<file path="src/rtl/mycpu_pkg.sv">
// Shared types and constants for the myCPU front end.
// IF_ADDR_EXC_EN adds the address-error flag to each fetch entry.
package mycpu_pkg;

   localparam int unsigned INST_W = 32;
   localparam int unsigned PC_W   = 32;

   localparam logic [PC_W-1:0] RESET_PC_DEFAULT   = 32'hBFC0_0000;
   localparam logic [PC_W-1:0] EXC_VECTOR_DEFAULT = 32'hBFC0_0380;

   typedef struct packed {
      logic [PC_W-1:0]   pc;
      logic [INST_W-1:0] inst;
`ifdef IF_ADDR_EXC_EN
      logic              adel;
`endif
   } fetch_entry_t;

endpackage

</file>
<file path="src/rtl/fetch_stage_if.sv">
// Fetch-stage bus bundle: instruction SRAM port, decode handshake and redirect inputs.
// IF_ADDR_EXC_EN adds the if_adel output.
interface fetch_stage_if #(
   parameter int unsigned ADDR_W = 32
);

   logic                          br_taken;
   logic [ADDR_W-1:0]             br_target;
   logic                          exc_valid;
   logic                          inst_sram_en;
   logic [ADDR_W-1:0]             inst_sram_addr;
   logic [mycpu_pkg::INST_W-1:0]  inst_sram_rdata;
   logic                          id_allowin;
   logic                          if_valid;
   logic [ADDR_W-1:0]             if_pc;
   logic [mycpu_pkg::INST_W-1:0]  if_inst;
`ifdef IF_ADDR_EXC_EN
   logic                          if_adel;
`endif

   modport master (
      input  br_taken, br_target, exc_valid, inst_sram_rdata, id_allowin,
      output inst_sram_en, inst_sram_addr, if_valid, if_pc, if_inst
`ifdef IF_ADDR_EXC_EN
      , output if_adel
`endif
   );

   modport slave (
      output br_taken, br_target, exc_valid, inst_sram_rdata, id_allowin,
      input  inst_sram_en, inst_sram_addr, if_valid, if_pc, if_inst
`ifdef IF_ADDR_EXC_EN
      , input if_adel
`endif
   );

endinterface

</file>
<file path="src/rtl/fetch_buffer.sv">
// Synchronous FIFO of fetch entries. flush wins over push; DEPTH must be a power of 2, >= 2.
module fetch_buffer
   import mycpu_pkg::*;
#(
   parameter int unsigned DEPTH = 2
) (
   input  logic                         clk,
   input  logic                         rst,
   input  logic                         push,
   input  fetch_entry_t                 push_data,
   input  logic                         pop,
   input  logic                         flush,
   output logic [$clog2(DEPTH+1)-1:0]   count,
   output fetch_entry_t                 head
);

   localparam int unsigned PtrW = $clog2(DEPTH);
   localparam int unsigned CntW = $clog2(DEPTH + 1);

   fetch_entry_t    mem_q [DEPTH];
   logic [PtrW-1:0] rd_ptr_q, wr_ptr_q;
   logic [CntW-1:0] count_q;

   always_ff @(posedge clk) begin
      if (rst || flush) begin
         rd_ptr_q <= '0;
         wr_ptr_q <= '0;
         count_q  <= '0;
      end else begin
         if (push) wr_ptr_q <= wr_ptr_q + PtrW'(1);
         if (pop)  rd_ptr_q <= rd_ptr_q + PtrW'(1);
         count_q <= count_q + CntW'(push) - CntW'(pop);
      end
   end

   // Storage needs no reset; count gates everything that reads it.
   always_ff @(posedge clk) begin
      if (push && !flush && !rst) mem_q[wr_ptr_q] <= push_data;
   end

   assign count = count_q;
   assign head  = mem_q[rd_ptr_q];

   assert property (@(posedge clk) disable iff (rst)
      !(push && !flush && !pop && (count_q == CntW'(DEPTH))));
   assert property (@(posedge clk) disable iff (rst) !(pop && (count_q == '0)));

endmodule

</file>
<file path="src/rtl/fetch_stage.sv">
// Instruction fetch: PC, single-request SRAM issue, redirect/flush control, buffered output.
// IF_ADDR_EXC_EN turns misaligned PCs into address-error entries and stalls fetch.
module fetch_stage
   import mycpu_pkg::*;
#(
   parameter int unsigned       ADDR_W     = 32,
   parameter logic [ADDR_W-1:0] RESET_PC   = ADDR_W'(RESET_PC_DEFAULT),
   parameter logic [ADDR_W-1:0] EXC_VECTOR = ADDR_W'(EXC_VECTOR_DEFAULT),
   parameter int unsigned       BUF_DEPTH  = 2
) (
   input logic           clk,
   input logic           rst,
   fetch_stage_if.master fif
);

   localparam int unsigned CntW = $clog2(BUF_DEPTH + 1);

   logic [ADDR_W-1:0] pc_q, pc_d;
   logic [ADDR_W-1:0] req_pc_q, req_pc_d;
   logic              inflight_q, inflight_d;
   logic              discard_q, discard_d;
   logic              req_adel_q, req_adel_d;
   logic              stall_q, stall_d;

   logic              redirect, space, can_issue, adel_issue;
   logic              push, pop, if_valid;
   logic [CntW-1:0]   count;
   int unsigned       occupancy;
   fetch_entry_t      head, push_entry;

   always_comb begin
      redirect  = fif.exc_valid | fif.br_taken;
      if_valid  = !rst && (count != '0);
      pop       = if_valid & fif.id_allowin;
      // Slots already claimed once this cycle's pop is accounted for.
      occupancy = 32'(count) + 32'(inflight_q) - 32'(pop);
      space     = occupancy < BUF_DEPTH;
      can_issue = !rst & !redirect & space & !stall_q;
`ifdef IF_ADDR_EXC_EN
      adel_issue = can_issue & (pc_q[1:0] != 2'b00);
`else
      adel_issue = 1'b0;
`endif
   end

   always_comb begin
      pc_d       = pc_q;
      req_pc_d   = req_pc_q;
      inflight_d = can_issue;
      req_adel_d = adel_issue;
      discard_d  = redirect & inflight_q;
      stall_d    = stall_q;
      if (redirect) begin
         pc_d    = fif.exc_valid ? EXC_VECTOR : fif.br_target;
         stall_d = 1'b0;
      end else if (adel_issue) begin
         req_pc_d = pc_q;
         stall_d  = 1'b1;
      end else if (can_issue) begin
         req_pc_d = pc_q;
         pc_d     = pc_q + ADDR_W'(4);
      end
   end

   always_ff @(posedge clk) begin
      if (rst) begin
         pc_q       <= RESET_PC;
         req_pc_q   <= RESET_PC;
         inflight_q <= 1'b0;
         discard_q  <= 1'b0;
         req_adel_q <= 1'b0;
         stall_q    <= 1'b0;
      end else begin
         pc_q       <= pc_d;
         req_pc_q   <= req_pc_d;
         inflight_q <= inflight_d;
         discard_q  <= discard_d;
         req_adel_q <= req_adel_d;
         stall_q    <= stall_d;
      end
   end

   always_comb begin
      push            = inflight_q & !discard_q;
      push_entry      = '0;
      push_entry.pc   = PC_W'(req_pc_q);
      push_entry.inst = req_adel_q ? '0 : fif.inst_sram_rdata;
`ifdef IF_ADDR_EXC_EN
      push_entry.adel = req_adel_q;
`endif
   end

   fetch_buffer #(
      .DEPTH (BUF_DEPTH)
   ) u_buf (
      .clk       (clk),
      .rst       (rst),
      .push      (push),
      .push_data (push_entry),
      .pop       (pop),
      .flush     (redirect),
      .count     (count),
      .head      (head)
   );

   assign fif.inst_sram_en   = can_issue & !adel_issue;
   assign fif.inst_sram_addr = pc_q;
   assign fif.if_valid       = if_valid;
   assign fif.if_pc          = head.pc[ADDR_W-1:0];
   assign fif.if_inst        = head.inst;
`ifdef IF_ADDR_EXC_EN
   assign fif.if_adel        = head.adel;
`endif

endmodule

</file>
<file path="src/flat_wrapper.sv">
// flat-port wrapper written by rule: the top's interface ports become plain ports
module fetch_stage_flat import mycpu_pkg::*;
#(
   parameter int unsigned       ADDR_W     = 32,
   parameter logic [ADDR_W-1:0] RESET_PC   = ADDR_W'(RESET_PC_DEFAULT),
   parameter logic [ADDR_W-1:0] EXC_VECTOR = ADDR_W'(EXC_VECTOR_DEFAULT),
   parameter int unsigned       BUF_DEPTH  = 2
)
  (clk, rst, fif_br_taken, fif_br_target, fif_exc_valid, fif_inst_sram_rdata, fif_id_allowin, fif_inst_sram_en, fif_inst_sram_addr, fif_if_valid, fif_if_pc, fif_if_inst);
  fetch_stage_if #(.ADDR_W(ADDR_W)) fif_i ();
  input logic clk;
  input logic rst;
  input wire logic [$bits(fif_i.br_taken)-1:0] fif_br_taken;
  input wire logic [$bits(fif_i.br_target)-1:0] fif_br_target;
  input wire logic [$bits(fif_i.exc_valid)-1:0] fif_exc_valid;
  input wire logic [$bits(fif_i.inst_sram_rdata)-1:0] fif_inst_sram_rdata;
  input wire logic [$bits(fif_i.id_allowin)-1:0] fif_id_allowin;
  output wire logic [$bits(fif_i.inst_sram_en)-1:0] fif_inst_sram_en;
  output wire logic [$bits(fif_i.inst_sram_addr)-1:0] fif_inst_sram_addr;
  output wire logic [$bits(fif_i.if_valid)-1:0] fif_if_valid;
  output wire logic [$bits(fif_i.if_pc)-1:0] fif_if_pc;
  output wire logic [$bits(fif_i.if_inst)-1:0] fif_if_inst;
  assign fif_i.br_taken = fif_br_taken;
  assign fif_i.br_target = fif_br_target;
  assign fif_i.exc_valid = fif_exc_valid;
  assign fif_i.inst_sram_rdata = fif_inst_sram_rdata;
  assign fif_i.id_allowin = fif_id_allowin;
  assign fif_inst_sram_en = fif_i.inst_sram_en;
  assign fif_inst_sram_addr = fif_i.inst_sram_addr;
  assign fif_if_valid = fif_i.if_valid;
  assign fif_if_pc = fif_i.if_pc;
  assign fif_if_inst = fif_i.if_inst;
  fetch_stage #(.ADDR_W(ADDR_W), .RESET_PC(RESET_PC), .EXC_VECTOR(EXC_VECTOR), .BUF_DEPTH(BUF_DEPTH)) u_core (.clk(clk), .rst(rst), .fif(fif_i));
endmodule
</file>
<file path="config.mk">
export PLATFORM = sky130hd
export DESIGN_NAME = fetch_stage_flat
export DESIGN_NICKNAME = d
export VERILOG_FILES = /design/src/rtl/mycpu_pkg.sv /design/src/rtl/fetch_stage_if.sv /design/src/rtl/fetch_buffer.sv /design/src/rtl/fetch_stage.sv /design/src/flat_wrapper.sv
export SDC_FILE = /design/constraint.sdc
export NUM_CORES = 1
export LEC_CHECK = 0
export BUFFER_PORTS_ARGS = -buffer_cell sky130_fd_sc_hd__buf_2
export CAP_MARGIN = 20
export CORE_MARGIN = 3
export CORE_UTILIZATION = 59
export CTS_CLUSTER_DIAMETER = 60
export DETAILED_ROUTE_END_ITERATION = 10
export PLACE_DENSITY_LB_ADDON = 0.05
export SLEW_MARGIN = 20
export SYNTH_ARGS = -nofsm -noshare
export SYNTH_HDL_FRONTEND = slang
export SYNTH_SLANG_ARGS = --single-unit
export TNS_END_PERCENT = 30
</file>
<file path="constraint.sdc">
create_clock -name clk -period 12.6 [get_ports clk]
set_input_delay 2.52 -clock clk [delete_from_list [all_inputs] [get_ports clk]]
set_output_delay 2.52 -clock clk [all_outputs]
set_load 0.005 [all_outputs]
</file>
# Word level (Yosys, flattened, before mapping)
# Memory sizes are Yosys's and may differ from the RTL's. A register that Yosys moved wholly into a read port is not among the register bits.
# Cells that the tools add are included.
dict set report word_totals {
  ff_bits 70
  latchBits 0
  ram_bits 128
  mem_bits_ro 0
  inputBits 69
  output_inout_bits 98
  word_cells 40
  memories 1
}
dict set report op_classes {
  n_addsub 7
  multipliers 0
  div_mod_pow 0
  n_lt_le_gt_ge 1
  n_eq_ne 0
  shifts 0
  n_mux 7
  n_bitwise 7
  n_reduce_logical 10
}
# memory words width rd rd_ports_with_merged_regs write_ports line_no
set memory_table {}
lappend memory_table {u_core.u_buf.mem_q 2 64 1 1 1 fetch_buffer.sv:20} ;# fetch_entry_t mem_q [DEPTH];
# op count
set op_table {}
lappend op_table {{32-bit two-way mux} 3}
lappend op_table {{32-bit by 3-bit adder with 32-bit output (second input constant)} 1}
lappend op_table {{32-bit by 2-bit < comparator with 1-bit output (second input constant)} 1}
lappend op_table {{32-bit by 1-bit subtractor with 32-bit output} 1}
lappend op_table {{1-bit bitwise AND} 5}
lappend op_table {{1-bit two-way mux} 4}
lappend op_table {{2-bit nonzero test} 2}
lappend op_table {{2-bit by 1-bit adder with 3-bit output} 1}
lappend op_table {{1-bit logical AND} 3}
lappend op_table {{1-bit logical NOT} 3}
lappend op_table {{1-bit adder (second input constant)} 2}
lappend op_table {{2-bit by 1-bit adder with 2-bit output} 1}
lappend op_table {{2-bit AND reduction} 1}
lappend op_table {{2-bit by 1-bit subtractor with 2-bit output} 1}
lappend op_table {{1-bit logical OR} 1}
lappend op_table {{1-bit inverter} 1}
lappend op_table {{1-bit bitwise OR} 1}

# Depth between registers and ports, before layout
# Gate-level depths: netlist of run 1.
dict set report depth {
  depth_word 8
  mapped_depth 14
  ltp_nobuf 12
}

# Hierarchy
# Synthesis of run 1 repeated with hierarchy kept, for this count alone.
dict set report unflattened {
  cells_unflattened 624
  hier_area_um2 8321.7
}
# module instances cells_each area_each_um2 seq_area_each_um2
set by_module_without_submodules {}
lappend by_module_without_submodules {fetch_buffer 1 219 5138.7 3943.8}
lappend by_module_without_submodules {fetch_stage 1 405 3183.1 1321.3}

# Least setup slack after synthesis of run 1
# OpenSTA, ideal clock, no wires.
dict set report synth_timing {
  kind {input to register}
  startpoint {input fif_br_taken}
  endpoint {memory u_core.u_buf.mem_q[0][0] (netlist name) (enable)}
  setup_ps 565
  arrival_time_ps 7630
  required_time_ps 12035
  path_slack_ps 4405
  stages 5
  n_path_buf 2
  cell_sequence {buf_2 -> nor2_1 -> nand2_1 -> clkbuf_1 -> nor3_1}
}
dict set report synth_between {
  elab_chain_cells 6
}
# element line_no
set synth_lines {}
lappend synth_lines {{start, declared} flat_wrapper.sv:13} ;# input wire logic [$bits(fif_i.br_taken)-1:0] fif_br_taken;
lappend synth_lines {{1-bit bitwise OR} fetch_stage.sv:32} ;# redirect = fif.exc_valid | fif.br_taken;
lappend synth_lines {{1-bit logical NOT} fetch_buffer.sv:38} ;# if (push && !flush && !rst) mem_q[wr_ptr_q] <= push_data;
lappend synth_lines {{1-bit logical AND (2 in a row)} fetch_buffer.sv:38}
lappend synth_lines {{1-bit two-way mux} fetch_buffer.sv:38}
lappend synth_lines {{1-bit two-way mux (implied by the code)} fetch_buffer.sv:38}
lappend synth_lines {{end, declared} fetch_buffer.sv:20}
# Every way passes these cells.

# Worst setup path after layout of run 1
dict set report layout_timing {
  startpoint {input rst}
  endpoint {output fif_inst_sram_en}
}
dict set report layout_between {
  elab_chain_cells 6
  word_cells_on_any_way 7
  classes_between {add/sub (1); order compare (1); bitwise (3); reduce/logical (2)}
}
# element line_no
set layout_lines {}
lappend layout_lines {{start, declared} flat_wrapper.sv:12} ;# input logic rst;
lappend layout_lines {{1-bit logical NOT (*)} {fetch_stage.sv:33, fetch_stage.sv:38}}
lappend layout_lines {{1-bit logical AND} fetch_stage.sv:33} ;# if_valid = !rst && (count != '0);
lappend layout_lines {{1-bit bitwise AND} fetch_stage.sv:34} ;# pop = if_valid & fif.id_allowin;
lappend layout_lines {{32-bit by 1-bit subtractor with 32-bit output} fetch_stage.sv:36} ;# occupancy = 32'(count) + 32'(inflight_q) - 32'(pop);
lappend layout_lines {{32-bit by 2-bit < comparator with 1-bit output} fetch_stage.sv:37} ;# space = occupancy < BUF_DEPTH;
lappend layout_lines {{1-bit bitwise AND (*)} fetch_stage.sv:38} ;# can_issue = !rst & !redirect & space & !stall_q;
lappend layout_lines {{end, declared} flat_wrapper.sv:18} ;# output wire logic [$bits(fif_i.inst_sram_en)-1:0] fif_inst_sram_en;
# Every way passes the cells marked *; elsewhere a longest branch is shown, timed or not.

==> results of run 1 <==
[layout by cell type, fill, tap and decap left out, types with 6 or more instances in the layout]
| master | Yosys | final |
|---|---|---|
| buf_2 | 9 | 166 |
| buf_4 | 3 | 6 |
| nand4_1 | 8 | 8 |
| ha_1 | 9 | 9 |
| nand3b_1 | 8 | 8 |
| edfxtp_1 | 128 | 128 |
| nor2_1 | 45 | 45 |
| o21ai_0 | 8 | 8 |
| a21oi_1 | 36 | 36 |
| nor3_1 | 15 | 14 |
| a31oi_1 | 10 | 10 |
| nand2_1 | 82 | 82 |
| clkbuf_16 | 0 | 18 |
| mux2_2 | 64 | 64 |
| dfxtp_1 | 71 | 70 |
| inv_1 | 12 | 12 |
| nand3_1 | 12 | 12 |
[flip-flops by register name, summed over array words and instances, names as in the netlist, named ones only]
| register | flops |
|---|---|
| u_core.req_pc_q | 32 |
| u_core.u_buf.wr_ptr_q | 1 |
| u_core.u_buf.count | 2 |
| u_core.fif.inst_sram_addr | 32 |
| u_core.discard_q | 1 |
| u_core.u_buf.mem_q | 128 |
| u_core.inflight_q | 1 |
| u_core.u_buf.rd_ptr_q | 1 |
[per-stage QoR]
stage               setup WS, ns  hold slack, ns  total power (uW)  cell area (um2)
detailed placement          4.63           0.437               777             9140
global placement            4.70           0.432               774             9140
global route                4.40           0.472              1340             9740
CTS                         4.64           0.465              1310             9740
finish                      4.63           0.461              1310             9740
floorplan                   4.40           0.425               749             8210
[layout make-up]
cell class                 count  share of cell area (%)
timing repair buffer         172                    8.99
multi-input combinational    399                    28.1
tap                          176                    2.26
clock buffer                  23                    4.92
sequential                   199                    54.1
inverter                      13                   0.501
clock inverter                 9                    1.17
[power breakdown]
group	internal [uW]	switching [uW]	leakage, uW
sequential	698	8.82	0.00178
clock	312	230	0.000287
combinational	22.9	34.4	0.00164
[metal layers]
layer	track usage (%)	share of wire (%)
met1	32.2	41
met2	43.3	50
met3	6.31	6.9
met4	9.79	1.8
met5	0	0
[kinds of logic (layout without fill, tap and decap cells)]
| logic type | Yosys count | after routing | share of synthesized area [%] |
|---|---|---|---|
| multiplexers | 68 | 68 | 9.27 |
| flip-flops | 199 | 199 | 64.2 |
| AND/OR/NAND/NOR | 207 | 207 | 12.7 |
| adder cells (fa/ha/maj) | 10 | 10 | 1.62 |
| buffers and inverters | 50 | 217 | 2.56 |
| AO/OA/AOI/OAI | 109 | 109 | 9.19 |
| XOR/XNOR | 5 | 5 | 0.534 |
[synth_stat cells, drive strengths merged, types with 3 or more instances]
master,count
edfxtp,128
nand2,82
dfxtp,71
mux2,64
nor2,46
a21oi,36
clkbuf,25
nor3,15
inv,13
buf,12
nand3,12
a31oi,10
nand4,10
ha,9
o21ai,9
nand3b,8
a211o,5
and3,5
a21o,4
a22oi,4
and2,4
mux2i,4
nor3b,4
or3,4
xnor2,4
a2111oi,3
a211oi,3
a221oi,3
a311oi,3
and4,3
nor4,3
o221ai,3
o31ai,3
[worst max-delay path by stage]
stage,startpoint,to,slack (ns),depth (start not counted)
floorplan,fif_br_taken,u_core.u_buf.mem_q[0][0],4.40,5
global placement,rst,fif_inst_sram_en,4.70,12
detailed placement,rst,fif_inst_sram_en,4.63,12
CTS,rst,fif_inst_sram_en,4.64,12
global route,rst,fif_inst_sram_en,4.40,12
finish,rst,fif_inst_sram_en,4.63,12
==> results.toml, run 1 <==
[synth]
synth_ff_type = "edfxtp_1"
synth_edf_count = 128
synth_nets = 727
yosys.area.top_type = "edfxtp_1"
synth.top_cell.area_share_pct = 46.8
syn_area_um2 = 8210
synth.area.top_cells = "edfxtp_1, dfxtp_1, mux2_2"
yosys_warnings = 0
async_reset_ff_share_pct = 0
seq_area_frac_synth_pct = 64.2
syn_avg_cell_area_um2 = 12.7
ys_ff_latch = 199
synth_cell_type_count = 73
syn_inst = 648

[power_and_ir_drop]
p_leak_uw = 0.00371
vdd_ir_drop_max_v = 0.0000989
powerDensity_nw_per_um2 = 134

[clock_tree]
post_cts_resized = 0
clockRootBuffer = "clkbuf_16"
post-cts-setup-buffer-count = 0
cts_hold_buf = 0
path_clk_slew_ns = 0.06
clkSinkCount = 199
cts_tree = "yes"
cts_max_level = 4
clk_latency_ns = 0.42
cts_buffers = 17
clk_path_buf_depth = 2

[floorplan]
core_area_um2 = 13400
rows = 42
die_h_um = 124
start_util_pct = 61.2
die_x_um = 124
boundaryPins = 167
die_area_um2 = 15400

[timing]
hold_viol = 0
fmax_mhz = 125
skew_ns = 0.00786
setup_violations = 0
fin_crit_ns = 7.97
tightest_slew_ns = 1.09
rsz0062_at_grt = "false"
slew_headroom_pct = 27.4
tns_ns = 0
period_share_pct = 63.3
slew_violations = 0

[cells_and_area]
regArea_um2 = 5270
final_util_pct = 72.7
fin_nets = 881
diodes = 0
areaGrowthSynthToFinish_pct = 18.7
fin_cells = 991
multiInputGateArea_um2 = 2740
fill_cells = 966
drive_gt1_share_pct = 34.8

[route]
drt-total-wl_mm = 19.7
ant_nets = 0
vias = 5829
routedWlPerCell_um = 19.9
first_iter_violations = 479
vias_per_cell = 5.88
first_pass_iters = 6
drc_errors = 0

[placed_design]
dp_hpwl_mm = 13.0
dp.cells = 958
place_congestion = 0.913
place.port_buffers = 166

[setup_path]
critPathBufInv = 6
crit_chain = "buf_2 > buf_4 > or3_1 > inv_1 > ha_1 > ha_1 > nand2b_1 > a21oi_1 > nand3_1 > buf_4 > inv_2 > buf_2"
slowest_delay_ns = 0.59
critPathRequiredTime_ns = 10.08
worstSetupPathType = "in2out"
end_kind = "output pin"
cp-start-kind = "input pin"
r2r_cells = 12
cpMaxStageDelayCell = "inv_2"
ff2ff_setup_slack_ns = 9.24
cp_max_fo = 59
r2r_end = "u_core.fif.inst_sram_addr[12]"
path_delay_family = "buffers and inverters"
rr_startpoint = "u_core.u_buf.count[0]"
crit_arrival_ns = 5.45

[grt]
grt_pass1_wl_mm = 29.8
grt_pass1_vias = 5863
grtUsageTotal_pct = 25.7
antenna_found_initial = 0
grt_max_degree = 65
grt-ovfl-total = 0

[job]
cap_violations = 0

[worst_hold_path]
hp-start = "u_core.req_pc_q[21]"
hp-class = "reg2reg"
min_to = "u_core.u_buf.mem_q[0][53]"
holdPathStages = 0

[outcome]
outcome = "finished clean"
No activity file was read; power rests on OpenSTA's default activity.
==> run 2: changes to the inputs <==
CORE_UTILIZATION = 49   (was 59)
clock period = 7 ns   (was 12.6 ns; I/O delays follow)
==> run 2 against run 1 <==
Critical path depth down 1. Non-clock buffer count decreased by 2. Largest cell class unchanged. Critical path type unchanged. Core utilization fell by 12 points. Largest power group unchanged. Sequential cell count is the same. Clock-buffer cell count stayed put. Routed wire length fell by 1.8%.
==> results.toml, run 2 (synthesized netlist as in run 1, its figures left out) <==
[power_and_ir_drop]
vdd_ir_drop_max_v = 0.000182
powerDensity_nw_per_um2 = 242
total_power_uw = 2370
p_leak_uw = 0.00371

[clock_tree]
path_clk_slew_ns = 0.07
post-cts-setup-buffer-count = 0
clk_path_buf_depth = 2
clockRootBuffer = "clkbuf_16"
cts_buffers = 17
cts_max_level = 4
post_cts_resized = 0
clk_latency_ns = 0.43
cts_tree = "yes"
cts_hold_buf = 0
clkSinkCount = 199

[route]
first_pass_iters = 5
drt-total-wl_mm = 19.4
vias = 5821
ant_nets = 0
vias_per_cell = 5.66
drc_errors = 0
first_iter_violations = 383
routedWlPerCell_um = 18.8

[timing]
worst_slack_ns = 2.45
tightest_slew_ns = 1.08
tns_ns = 0
hold_viol = 0
period_share_pct = 65.1
fin_crit_ns = 4.55
rsz0062_at_grt = "false"
fmax_mhz = 220
slew_headroom_pct = 27.7
skew_ns = 0.0121
slew_violations = 0
setup_violations = 0

[grt]
grt_pass1_wl_mm = 30.7
grt-ovfl-total = 0
antenna_found_initial = 0
grt_pass1_vias = 5781
grt_max_degree = 65
grtUsageTotal_pct = 21.6

[floorplan]
die_x_um = 135
core_area_um2 = 16100
start_util_pct = 50.9
die_h_um = 135
boundaryPins = 167
die_area_um2 = 18300
rows = 46

[placed_design]
dp_hpwl_mm = 12.8
place.port_buffers = 166
preCtsSetupSlack_ns = 2.45
place_congestion = 0.894

[cells_and_area]
mostFrequentLayoutCell = "buf_2"
regMostFlops = "u_core.u_buf.mem_q"
areaGrowthSynthToFinish_pct = 19.5
diodes = 0
fin_nets = 879
final_cell_mix = "buf_2, edfxtp_1, nand2_1, dfxtp_1, mux2_2"
final_util_pct = 60.9
drive_gt1_share_pct = 34.9
largest_reg_flops = 128

[setup_path]
path_delay_family = "simple AND/OR/NAND/NOR gates"
end_kind = "output pin"
worstSetupPathType = "in2out"
cp_max_fo = 4
crit_arrival_ns = 3.15
critPathRequiredTime_ns = 5.60
cpMaxStageDelayCell = "a21oi_1"
cp-start-kind = "input pin"
slowest_delay_ns = 0.24
crit_chain = "buf_2 > o21ai_1 > or3_1 > inv_1 > ha_1 > ha_1 > nand2b_1 > a21oi_1 > nand3_1 > inv_2 > buf_2"
critPathBufInv = 4

[job]
cap_violations = 0

[outcome]
outcome = "finished clean"

[worst_hold_path]
hp-class = "reg2reg"
-- run 2: layout make-up --
class	instances	area, um2
Fill cell	1353	6310
Sequential cell	199	5270
Multi-Input combinational cell	399	2750
Timing Repair Buffer	170	861
Clock buffer	23	500
Tap cell	216	270
Clock inverter	9	111
Inverter	13	48.8
-- run 2: path summary, 6_finish.rpt --
path,startpoint,end,slack [ns],depth (start not counted)
hold / removal,u_core.req_pc_q[23],u_core.u_buf.mem_q[0][55],0.46,0
hold reg to reg,u_core.req_pc_q[23],u_core.u_buf.mem_q[0][55],0.46,0
setup / recovery,fif_id_allowin,fif_inst_sram_en,2.45,11
setup reg to reg,u_core.u_buf.count[1],u_core.fif.inst_sram_addr[10],3.83,10
-- run 2: layer usage --
layer  wire length, um  part of all wire (%)  global-route usage [%]  vias up
met5                 0                     0                       0        -
met2              9260                    48                    35.5      260
met4               480                   2.5                    8.23        0
met3              1640                   8.4                    5.94       45
li1                  -                     -                       -     2722
met1              7990                    41                    27.5     2794
-- run 2: power breakdown --
| group | leakage, uW | internal, uW | switching, uW |
|---|---|---|---|
| Clock | 0.000300 | 582 | 416 |
| Combinational | 0.00163 | 41.3 | 60.7 |
| Sequential | 0.00178 | 1260 | 16.1 |
| Total | 0.00371 | 1880 | 493 |
-- run 2: worst reg2reg max path, delay by kind of cell (launching register included) --
kind / cells / cell delay [ns]
AOI/OAI and AO/OA: 3 / 0.82
adders and majority gates: 2 / 0.37
buffers and inverters: 1 / 0.09
DFF: 1 / 0.38
and+or+nand+nor: 4 / 1.41
-- run 2: stage by stage --
stage / cells / hold WS, ns / instance area [um2]
after floorplan: 648 / 0.425 / 8210
after global placement: 997 / 0.432 / 9200
after detailed placement: 997 / 0.442 / 9200
after CTS: 1029 / 0.457 / 9810
after global routing: 1029 / 0.463 / 9810
final: 1029 / 0.456 / 9810
